==> src/rtl/axi_lite_master_if.sv <==
// axi_lite_master_if: single-outstanding AXI-Lite initiator. Takes one read or
// write command on a valid/ready port, runs the AW/W/B or AR/R handshakes and
// returns one response per command on a valid/ready response port.
// Optional feature macro: AXI_MASTER_TIMEOUT_EN (watchdog counter + HUNG state).
module axi_lite_master_if #(
  parameter int unsigned DATA_WIDTH     = 32,
  parameter int unsigned ADDR_WIDTH     = 32,
  parameter int unsigned TIMEOUT_CYCLES = 256
) (
  input  logic                      i_axi_clk,
  input  logic                      i_axi_rst_n,
  input  logic                      i_cmd_valid,
  output logic                      o_cmd_ready,
  input  logic                      i_cmd_write,
  input  logic [ADDR_WIDTH-1:0]     i_cmd_addr,
  input  logic [DATA_WIDTH-1:0]     i_cmd_wdata,
  input  logic [DATA_WIDTH/8-1:0]   i_cmd_wstrb,
  output logic                      o_rsp_valid,
  input  logic                      i_rsp_ready,
  output logic                      o_rsp_write,
  output logic [DATA_WIDTH-1:0]     o_rsp_rdata,
  output logic [DATA_WIDTH/8-1:0]   o_rsp_rstrb,
  output logic [1:0]                o_rsp_resp,
  output logic                      o_axi_awvalid,
  input  logic                      i_axi_awready,
  output logic [ADDR_WIDTH-1:0]     o_axi_awaddr,
  output logic                      o_axi_wvalid,
  input  logic                      i_axi_wready,
  output logic [DATA_WIDTH-1:0]     o_axi_wdata,
  output logic [DATA_WIDTH/8-1:0]   o_axi_wstrb,
  input  logic                      i_axi_bvalid,
  output logic                      o_axi_bready,
  input  logic [1:0]                i_axi_bresp,
  output logic                      o_axi_arvalid,
  input  logic                      i_axi_arready,
  output logic [ADDR_WIDTH-1:0]     o_axi_araddr,
  input  logic                      i_axi_rvalid,
  output logic                      o_axi_rready,
  input  logic [DATA_WIDTH-1:0]     i_axi_rdata,
  input  logic [DATA_WIDTH/8-1:0]   i_axi_rstrb,
  output logic                      o_timeout
);

  localparam int unsigned STRB_WIDTH = DATA_WIDTH / 8;

  // Elaboration-time parameter sanity checks
  if ((DATA_WIDTH == 0) || ((DATA_WIDTH % 8) != 0)) begin : g_bad_data_width
    $error("axi_lite_master_if: DATA_WIDTH must be a non-zero multiple of 8");
  end
  if ((TIMEOUT_CYCLES < 1) || (TIMEOUT_CYCLES > 65535)) begin : g_bad_timeout
    $error("axi_lite_master_if: TIMEOUT_CYCLES must be in 1..65535");
  end

`ifdef AXI_MASTER_TIMEOUT_EN
  typedef enum logic [2:0] {
    S_IDLE    = 3'd0,
    S_WR_REQ  = 3'd1,
    S_WR_RESP = 3'd2,
    S_RD_REQ  = 3'd3,
    S_RD_RESP = 3'd4,
    S_RSP     = 3'd5,
    S_HUNG    = 3'd6
  } state_t;
  localparam logic [15:0] TO_LIMIT = 16'(TIMEOUT_CYCLES);
`else
  typedef enum logic [2:0] {
    S_IDLE    = 3'd0,
    S_WR_REQ  = 3'd1,
    S_WR_RESP = 3'd2,
    S_RD_REQ  = 3'd3,
    S_RD_RESP = 3'd4,
    S_RSP     = 3'd5
  } state_t;
`endif

  state_t                  r_state, w_state_nxt;

  logic                    r_cmd_ready, w_cmd_ready_nxt;
  logic                    r_awvalid, w_awvalid_nxt;
  logic                    r_wvalid, w_wvalid_nxt;
  logic                    r_bready, w_bready_nxt;
  logic                    r_arvalid, w_arvalid_nxt;
  logic                    r_rready, w_rready_nxt;
  logic                    r_aw_done, w_aw_done_nxt;
  logic                    r_w_done, w_w_done_nxt;
  logic                    r_rsp_valid, w_rsp_valid_nxt;
  logic [DATA_WIDTH-1:0]   r_rsp_rdata, w_rsp_rdata_nxt;
  logic [STRB_WIDTH-1:0]   r_rsp_rstrb, w_rsp_rstrb_nxt;
  logic [1:0]              r_rsp_resp, w_rsp_resp_nxt;
  logic                    w_cap_cmd;

  logic                    r_write;
  logic [ADDR_WIDTH-1:0]   r_addr;
  logic [DATA_WIDTH-1:0]   r_wdata;
  logic [STRB_WIDTH-1:0]   r_wstrb;

`ifdef AXI_MASTER_TIMEOUT_EN
  logic [15:0]             r_cnt, w_cnt_nxt;
  logic                    r_timeout, w_timeout_nxt;
  logic                    w_any_hs;
  logic                    w_busy;
`endif

  // State register
  always_ff @(posedge i_axi_clk or negedge i_axi_rst_n) begin
    if (!i_axi_rst_n) begin
      r_state <= S_IDLE;
    end else begin
      r_state <= w_state_nxt;
    end
  end

  // Next-state and next-output logic; each valid/ready drops after its own handshake
  always_comb begin
    w_state_nxt     = r_state;
    w_awvalid_nxt   = r_awvalid & ~i_axi_awready;
    w_wvalid_nxt    = r_wvalid & ~i_axi_wready;
    w_arvalid_nxt   = r_arvalid & ~i_axi_arready;
    w_bready_nxt    = r_bready & ~i_axi_bvalid;
    w_rready_nxt    = r_rready & ~i_axi_rvalid;
    w_aw_done_nxt   = r_aw_done | (r_awvalid & i_axi_awready);
    w_w_done_nxt    = r_w_done | (r_wvalid & i_axi_wready);
    w_rsp_rdata_nxt = r_rsp_rdata;
    w_rsp_rstrb_nxt = r_rsp_rstrb;
    w_rsp_resp_nxt  = r_rsp_resp;
    w_cap_cmd       = 1'b0;
`ifdef AXI_MASTER_TIMEOUT_EN
    w_cnt_nxt       = r_cnt;
    w_timeout_nxt   = r_timeout;
`endif

    case (r_state)
      S_IDLE: begin
        if (i_cmd_valid) begin
          w_cap_cmd = 1'b1;
          if (i_cmd_write) begin
            w_state_nxt   = S_WR_REQ;
            w_awvalid_nxt = 1'b1;
            w_wvalid_nxt  = 1'b1;
            w_aw_done_nxt = 1'b0;
            w_w_done_nxt  = 1'b0;
          end else begin
            w_state_nxt   = S_RD_REQ;
            w_arvalid_nxt = 1'b1;
          end
        end
      end
      S_WR_REQ: begin
        if (w_aw_done_nxt && w_w_done_nxt) begin
          w_state_nxt  = S_WR_RESP;
          w_bready_nxt = 1'b1;
        end
      end
      S_WR_RESP: begin
        if (r_bready && i_axi_bvalid) begin
          w_state_nxt     = S_RSP;
          w_rsp_resp_nxt  = i_axi_bresp;
          w_rsp_rdata_nxt = '0;
          w_rsp_rstrb_nxt = '0;
        end
      end
      S_RD_REQ: begin
        if (r_arvalid && i_axi_arready) begin
          w_state_nxt  = S_RD_RESP;
          w_rready_nxt = 1'b1;
        end
      end
      S_RD_RESP: begin
        if (r_rready && i_axi_rvalid) begin
          w_state_nxt     = S_RSP;
          w_rsp_rdata_nxt = i_axi_rdata;
          w_rsp_rstrb_nxt = i_axi_rstrb;
          w_rsp_resp_nxt  = 2'b00;
        end
      end
      S_RSP: begin
        if (i_rsp_ready) begin
`ifdef AXI_MASTER_TIMEOUT_EN
          w_state_nxt = r_timeout ? S_HUNG : S_IDLE;
`else
          w_state_nxt = S_IDLE;
`endif
        end
      end
`ifdef AXI_MASTER_TIMEOUT_EN
      S_HUNG: begin
        // Swallow any late B/R beats; pending AW/W/AR valids drain via the defaults
        w_bready_nxt = 1'b1;
        w_rready_nxt = 1'b1;
      end
`endif
      default: begin
        w_state_nxt = S_IDLE;
      end
    endcase

`ifdef AXI_MASTER_TIMEOUT_EN
    // Watchdog: any handshake restarts the count; reaching the limit forces an error response
    w_any_hs = (r_awvalid & i_axi_awready) | (r_wvalid & i_axi_wready) |
               (r_bready & i_axi_bvalid) | (r_arvalid & i_axi_arready) |
               (r_rready & i_axi_rvalid);
    w_busy   = (r_state == S_WR_REQ) || (r_state == S_WR_RESP) ||
               (r_state == S_RD_REQ) || (r_state == S_RD_RESP);
    if (!w_busy || w_any_hs) begin
      w_cnt_nxt = 16'd0;
    end else if ((r_cnt + 16'd1) == TO_LIMIT) begin
      w_cnt_nxt       = 16'd0;
      w_timeout_nxt   = 1'b1;
      w_state_nxt     = S_RSP;
      w_rsp_resp_nxt  = 2'b11;
      w_rsp_rdata_nxt = '0;
      w_rsp_rstrb_nxt = '0;
    end else begin
      w_cnt_nxt = r_cnt + 16'd1;
    end
`endif

    w_cmd_ready_nxt = (w_state_nxt == S_IDLE);
    w_rsp_valid_nxt = (w_state_nxt == S_RSP);
  end

  // Registered outputs, handshake flags and captured command
  always_ff @(posedge i_axi_clk or negedge i_axi_rst_n) begin
    if (!i_axi_rst_n) begin
      r_cmd_ready <= 1'b1;
      r_awvalid   <= 1'b0;
      r_wvalid    <= 1'b0;
      r_bready    <= 1'b0;
      r_arvalid   <= 1'b0;
      r_rready    <= 1'b0;
      r_aw_done   <= 1'b0;
      r_w_done    <= 1'b0;
      r_rsp_valid <= 1'b0;
      r_rsp_rdata <= '0;
      r_rsp_rstrb <= '0;
      r_rsp_resp  <= 2'b00;
      r_write     <= 1'b0;
      r_addr      <= '0;
      r_wdata     <= '0;
      r_wstrb     <= '0;
    end else begin
      r_cmd_ready <= w_cmd_ready_nxt;
      r_awvalid   <= w_awvalid_nxt;
      r_wvalid    <= w_wvalid_nxt;
      r_bready    <= w_bready_nxt;
      r_arvalid   <= w_arvalid_nxt;
      r_rready    <= w_rready_nxt;
      r_aw_done   <= w_aw_done_nxt;
      r_w_done    <= w_w_done_nxt;
      r_rsp_valid <= w_rsp_valid_nxt;
      r_rsp_rdata <= w_rsp_rdata_nxt;
      r_rsp_rstrb <= w_rsp_rstrb_nxt;
      r_rsp_resp  <= w_rsp_resp_nxt;
      if (w_cap_cmd) begin
        r_write <= i_cmd_write;
        r_addr  <= i_cmd_addr;
        r_wdata <= i_cmd_wdata;
        r_wstrb <= i_cmd_wstrb;
      end
    end
  end

`ifdef AXI_MASTER_TIMEOUT_EN
  // Watchdog counter and sticky timeout flag
  always_ff @(posedge i_axi_clk or negedge i_axi_rst_n) begin
    if (!i_axi_rst_n) begin
      r_cnt     <= 16'd0;
      r_timeout <= 1'b0;
    end else begin
      r_cnt     <= w_cnt_nxt;
      r_timeout <= w_timeout_nxt;
    end
  end
  assign o_timeout = r_timeout;
`else
  assign o_timeout = 1'b0;
`endif

  assign o_cmd_ready   = r_cmd_ready;
  assign o_rsp_valid   = r_rsp_valid;
  assign o_rsp_write   = r_write;
  assign o_rsp_rdata   = r_rsp_rdata;
  assign o_rsp_rstrb   = r_rsp_rstrb;
  assign o_rsp_resp    = r_rsp_resp;
  assign o_axi_awvalid = r_awvalid;
  assign o_axi_awaddr  = r_addr;
  assign o_axi_wvalid  = r_wvalid;
  assign o_axi_wdata   = r_wdata;
  assign o_axi_wstrb   = r_wstrb;
  assign o_axi_bready  = r_bready;
  assign o_axi_arvalid = r_arvalid;
  assign o_axi_araddr  = r_addr;
  assign o_axi_rready  = r_rready;

endmodule
==> config.mk <==
export PLATFORM = sky130hd
export DESIGN_NAME = axi_lite_master_if
export DESIGN_NICKNAME = d
export VERILOG_FILES = /design/src/rtl/axi_lite_master_if.sv
export SDC_FILE = /design/constraint.sdc
export NUM_CORES = 1
export LEC_CHECK = 0
export CAP_MARGIN = 0
export CORE_UTILIZATION = 36
export CTS_CLUSTER_DIAMETER = 60
export CTS_CLUSTER_SIZE = 24
export DETAILED_ROUTE_END_ITERATION = 10
export PLACE_DENSITY = 0.88
export REMOVE_ABC_BUFFERS = 1
export SYNTH_ARGS = -nofsm -noshare
export SYNTH_HDL_FRONTEND = slang
export SYNTH_SLANG_ARGS = --single-unit
==> constraint.sdc <==
create_clock -name i_axi_clk -period 1.9 [get_ports i_axi_clk]
set_input_delay 0.285 -clock i_axi_clk [delete_from_list [all_inputs] [get_ports i_axi_clk]]
set_output_delay 0.285 -clock i_axi_clk [all_outputs]
set_load 0.005 [all_outputs]
==> impl.org <==
** Timing
- Max-slew violation count :: 0
- Part of the cycle the worst path needs :: 94.72%
- Setup violations remaining at the end of the flow were counted as 0.
- Setup repair after global routing missed its margin :: false
- Fmax :: 555.7 MHz
- The final number of hold-violating endpoints is 0.
- Headroom to the max-slew limit came out at 61.24%.
- Worst path setup slack after routing :: 0.1004 ns
- On the final layout, the worst hold slack is 0.2692 ns.
- The clock arrives with 0.009994 ns of skew.
- Min Clock Period, post-route :: 1.800 ns
- Transition time at the pin with the least slew margin :: 0.5753 ns
- Final sum of negative setup slack :: 0 ns

** Final layout
- Sequential cell area :: 2979 um2
- Most frequent cells in the layout :: clkdlybuf4s50_1, nand2_1, dfrtp_1
- The final layout contains 896 nets.
- Final core utilization :: 62.14%
- Synth-to-layout area growth :: 67.40%
- The repair_antennas step left the layout with diodes totalling 0.
- The filler cells instantiated in the layout total 1035.
- In the final layout, the share of cells above drive strength 1 is 6.944%.
- Summing all multi-input logic gate instances after layout gives 1455 um2.
- Most common cell after layout, fill and taps aside :: clkdlybuf4s50_1
- Final design area excluding fillers :: 8294 um2

** GRT
- Number of antenna violations at the first check in global routing :: 0
- Pin count of the biggest net entering global routing :: 71
- Global routing used 19.94% of the available tracks.
- Global-route wire length before repair :: 21.86 mm
- The via count of the first global-routing pass is 4452.
- Summed over all layers, the global routing overflow is 0.

** Clock network
- TritonCTS built the clock tree.
- The clock tree synthesis step divided the H-tree into 4 levels.
- Clk Latency, worst-skew pair :: 0.40 ns
- The tree built by TritonCTS fans out to 119 sinks.
- Clock-pin slew on the worst setup and hold paths :: 0.05 ns
- The clock passes through at most 2 buffers.
- CTS Buf Count :: 17
- Clock tree root buffer cell :: clkbuf_16

** Routing
- Total routed wirelength :: 14.41 mm
- Drt first pass iters :: 5
- The routed layout has 4519 vias.
- DRT iter0 DRCs :: 198
- After detailed routing, the number of remaining DRC violations is 0.
- After detailed routing, the average wire length per cell comes to 14.89 um.
- Number of routed nets with antenna violations :: 0
- In the routed layout, each cell is associated on average with a via count of 4.668.

** Worst setup path
- For the worst setup path, the data required time is 2.22 ns.
- The kind of cell with the highest combined delay along the critical path is simple AND/OR/NAND/NOR gates.
- The setup path with the least slack is of type reg -> reg.
- The signal on the critical path passes through or3b_1, a2bb2o_4, buf_4, buf_16, nand3_1, o21ai_0.
- STA classifies the critical path endpoint as a flop.
- On the worst path, the slowest cell contributes a delay of 0.43 ns.
- Setup slack of the worst register-to-register path :: 0.10 ns
- The slowest stage of the critical path is the dfrtp_1 cell.
- Buffers & Inverters on Critical Path :: 2
- The worst register-to-register path begins at r_state[0].
- For the worst setup path, the data arrival time is 2.12 ns.
- Cell depth of the worst flop-to-flop path :: 6
- The worst register-to-register path ends at o_rsp_rdata[26].
- Launching element type of the critical path :: flop
- Of all nets on the critical path, the largest fanout is 35.

** Place
- Port buffering added 261 buffers.
- Routability-driven placement finished with a final weighted congestion of 0.8540.
- In this run the cell area measured after placement is 7590 um2.
- HPWL reported at the end of detailed placement :: 9.818 mm
- Timing analysis after detailed placement gives a worst setup slack of -0.09841 ns.

** Yosys
- Mean instance size in the synthesized netlist :: 9.091 um2
- Top flip-flop cell by instance count after synthesis :: dfrtp_1
- Counting flops with a built-in enable in the synthesized netlist gives 0.
- Mapped Area :: 4955 um2
- The Yosys step of the flow raised 0 warnings.
- Sequential elements use 60.13% of the synthesized area.
- FFs w/ async S/R, synth :: 100.0%
- Post-Syn Instances :: 545
- The synthesized design contains 119 register bits.
- Yosys mapped the design onto 28 distinct sky130hd cell types.

** Outcome
- The flow ran to the end, and the final reports show no timing, DRC or antenna violations.

** Die
- The floorplan step set the die width to 119.3 um.
- The floorplan step defined a die boundary enclosing 14240 um2.
- I/O Pins :: 263
- Core Region :: 13350 um2
- Vertical die dimension :: 119.3 um
- Starting density of the core :: 37.12%
- The initialized floorplan defines 42 standard-cell rows.

** Flow run
- Count of maximum capacitance violations :: 0

** Power
- Power density normalized to cell area :: 1634 nW/um2
- In this run switching power makes up 29.70% of total power.
- VDD IR max :: 846.4 uV
- Internal power comes to 9.525 mW.
- Share of total power in combinational logic :: 41.6%
- Sequential cells burn 33.4% of the power.
- The analysis attributes to net switching a power of 4.024 mW.
- Clk pwr share :: 25.0%
- Total leakage power :: 3.858 nW

** Hold path
- The worst hold path belongs to the class in -> async.
power groups by stage:
stage	clock network [mW]	registers (mW)	logic (mW)
2_1_floorplan	0	4.63	1.54
3_3_place_gp	0	4.48	5.42
3_5_place_dp	0	4.52	5.58
4_1_cts	3.45	4.52	5.62
5_1_grt	3.58	4.66	6.15
6_report	3.39	4.52	5.64
registers in the layout, summed over array words and instances, names as in the netlist:
| signal | count |
|---|---|
| o_axi_araddr | 32 |
| o_axi_wdata | 32 |
| o_rsp_rdata | 32 |
| o_axi_wstrb | 4 |
| o_rsp_rstrb | 4 |
| r_state | 3 |
| o_rsp_resp | 2 |
| o_axi_arvalid | 1 |
| o_axi_awvalid | 1 |
| o_axi_bready | 1 |
| o_axi_rready | 1 |
| o_axi_wvalid | 1 |
| o_cmd_ready | 1 |
| o_rsp_valid | 1 |
| o_rsp_write | 1 |
| r_aw_done | 1 |
| r_w_done | 1 |
worst max path at each step:
| stage | from | endpoint | slack (ns) | cells past startpoint |
|---|---|---|---|---|
| global route | r_state[0] | o_rsp_rdata[26] | 0.03 | 6 |
| floorplan | r_state[1] | o_axi_awvalid | -1.94 | 3 |
| CTS | r_state[0] | o_rsp_rdata[15] | 0.08 | 6 |
| global placement | i_cmd_valid | o_axi_araddr[31] | -0.05 | 5 |
| finish | r_state[0] | o_rsp_rdata[26] | 0.10 | 6 |
| detailed placement | i_cmd_valid | o_axi_araddr[16] | -0.1 | 5 |
logic make-up (layout without fill, tap and decap cells):
group / Yosys count / after routing / share of synthesized area, %
AOI/OAI and AO/OA: 55 / 55 / 6.162
DFF: 119 / 119 / 60.13
and+or+nand+nor: 266 / 266 / 22.78
buffers and inverters: 104 / 351 / 10.86
other: 1 / 1 / 0.07568
synthesized netlist by cell type, drive strengths merged (2+ instances only):
cell    count  area [um2]
buf        38       290.3
a22o        2       17.52
or4b        2       23.77
o22ai       2       12.51
o21ai      41       205.2
nor2        3       11.26
dfrtp     118        2953
nand3b      3       22.52
nand2     213       799.5
or3b        2       17.52
nand3      36       180.2
a21oi       7       35.03
nor4b       2       38.78
inv        41       153.9
clkbuf     25       93.84
nor3b       3       22.52
cell type report:
class / instances / area share (%)
Sequential cell: 119 / 35.92
Timing Repair Buffer: 279 / 34.39
Multi-Input combinational cell: 322 / 17.54
Clock buffer: 24 / 5.929
Tap cell: 176 / 2.655
Inverter: 41 / 1.855
Clock inverter: 7 / 1.705
per-layer routing:
metal  wire length, um  GRT usage (%)
met1              5774          22.85
met3              1146          6.705
met5                 0              0
met4               183          6.797
met2              7305          34.67
what timing repair did:
item	CTS	global route
hold endpoints to repair	118	0
setup buffers	0	0
hold buffers	1	0
endpoints found under the setup margin	0	3
gates resized for setup	0	2
metrics by stage:
step | total power [mW] | std cells
after floorplan | 6.170 | 482
after global placement | 9.899 | 934
after detailed placement | 10.10 | 934
after CTS | 13.60 | 966
after global routing | 14.39 | 968
final | 13.55 | 968
No activity file was read; power rests on OpenSTA's default activity.
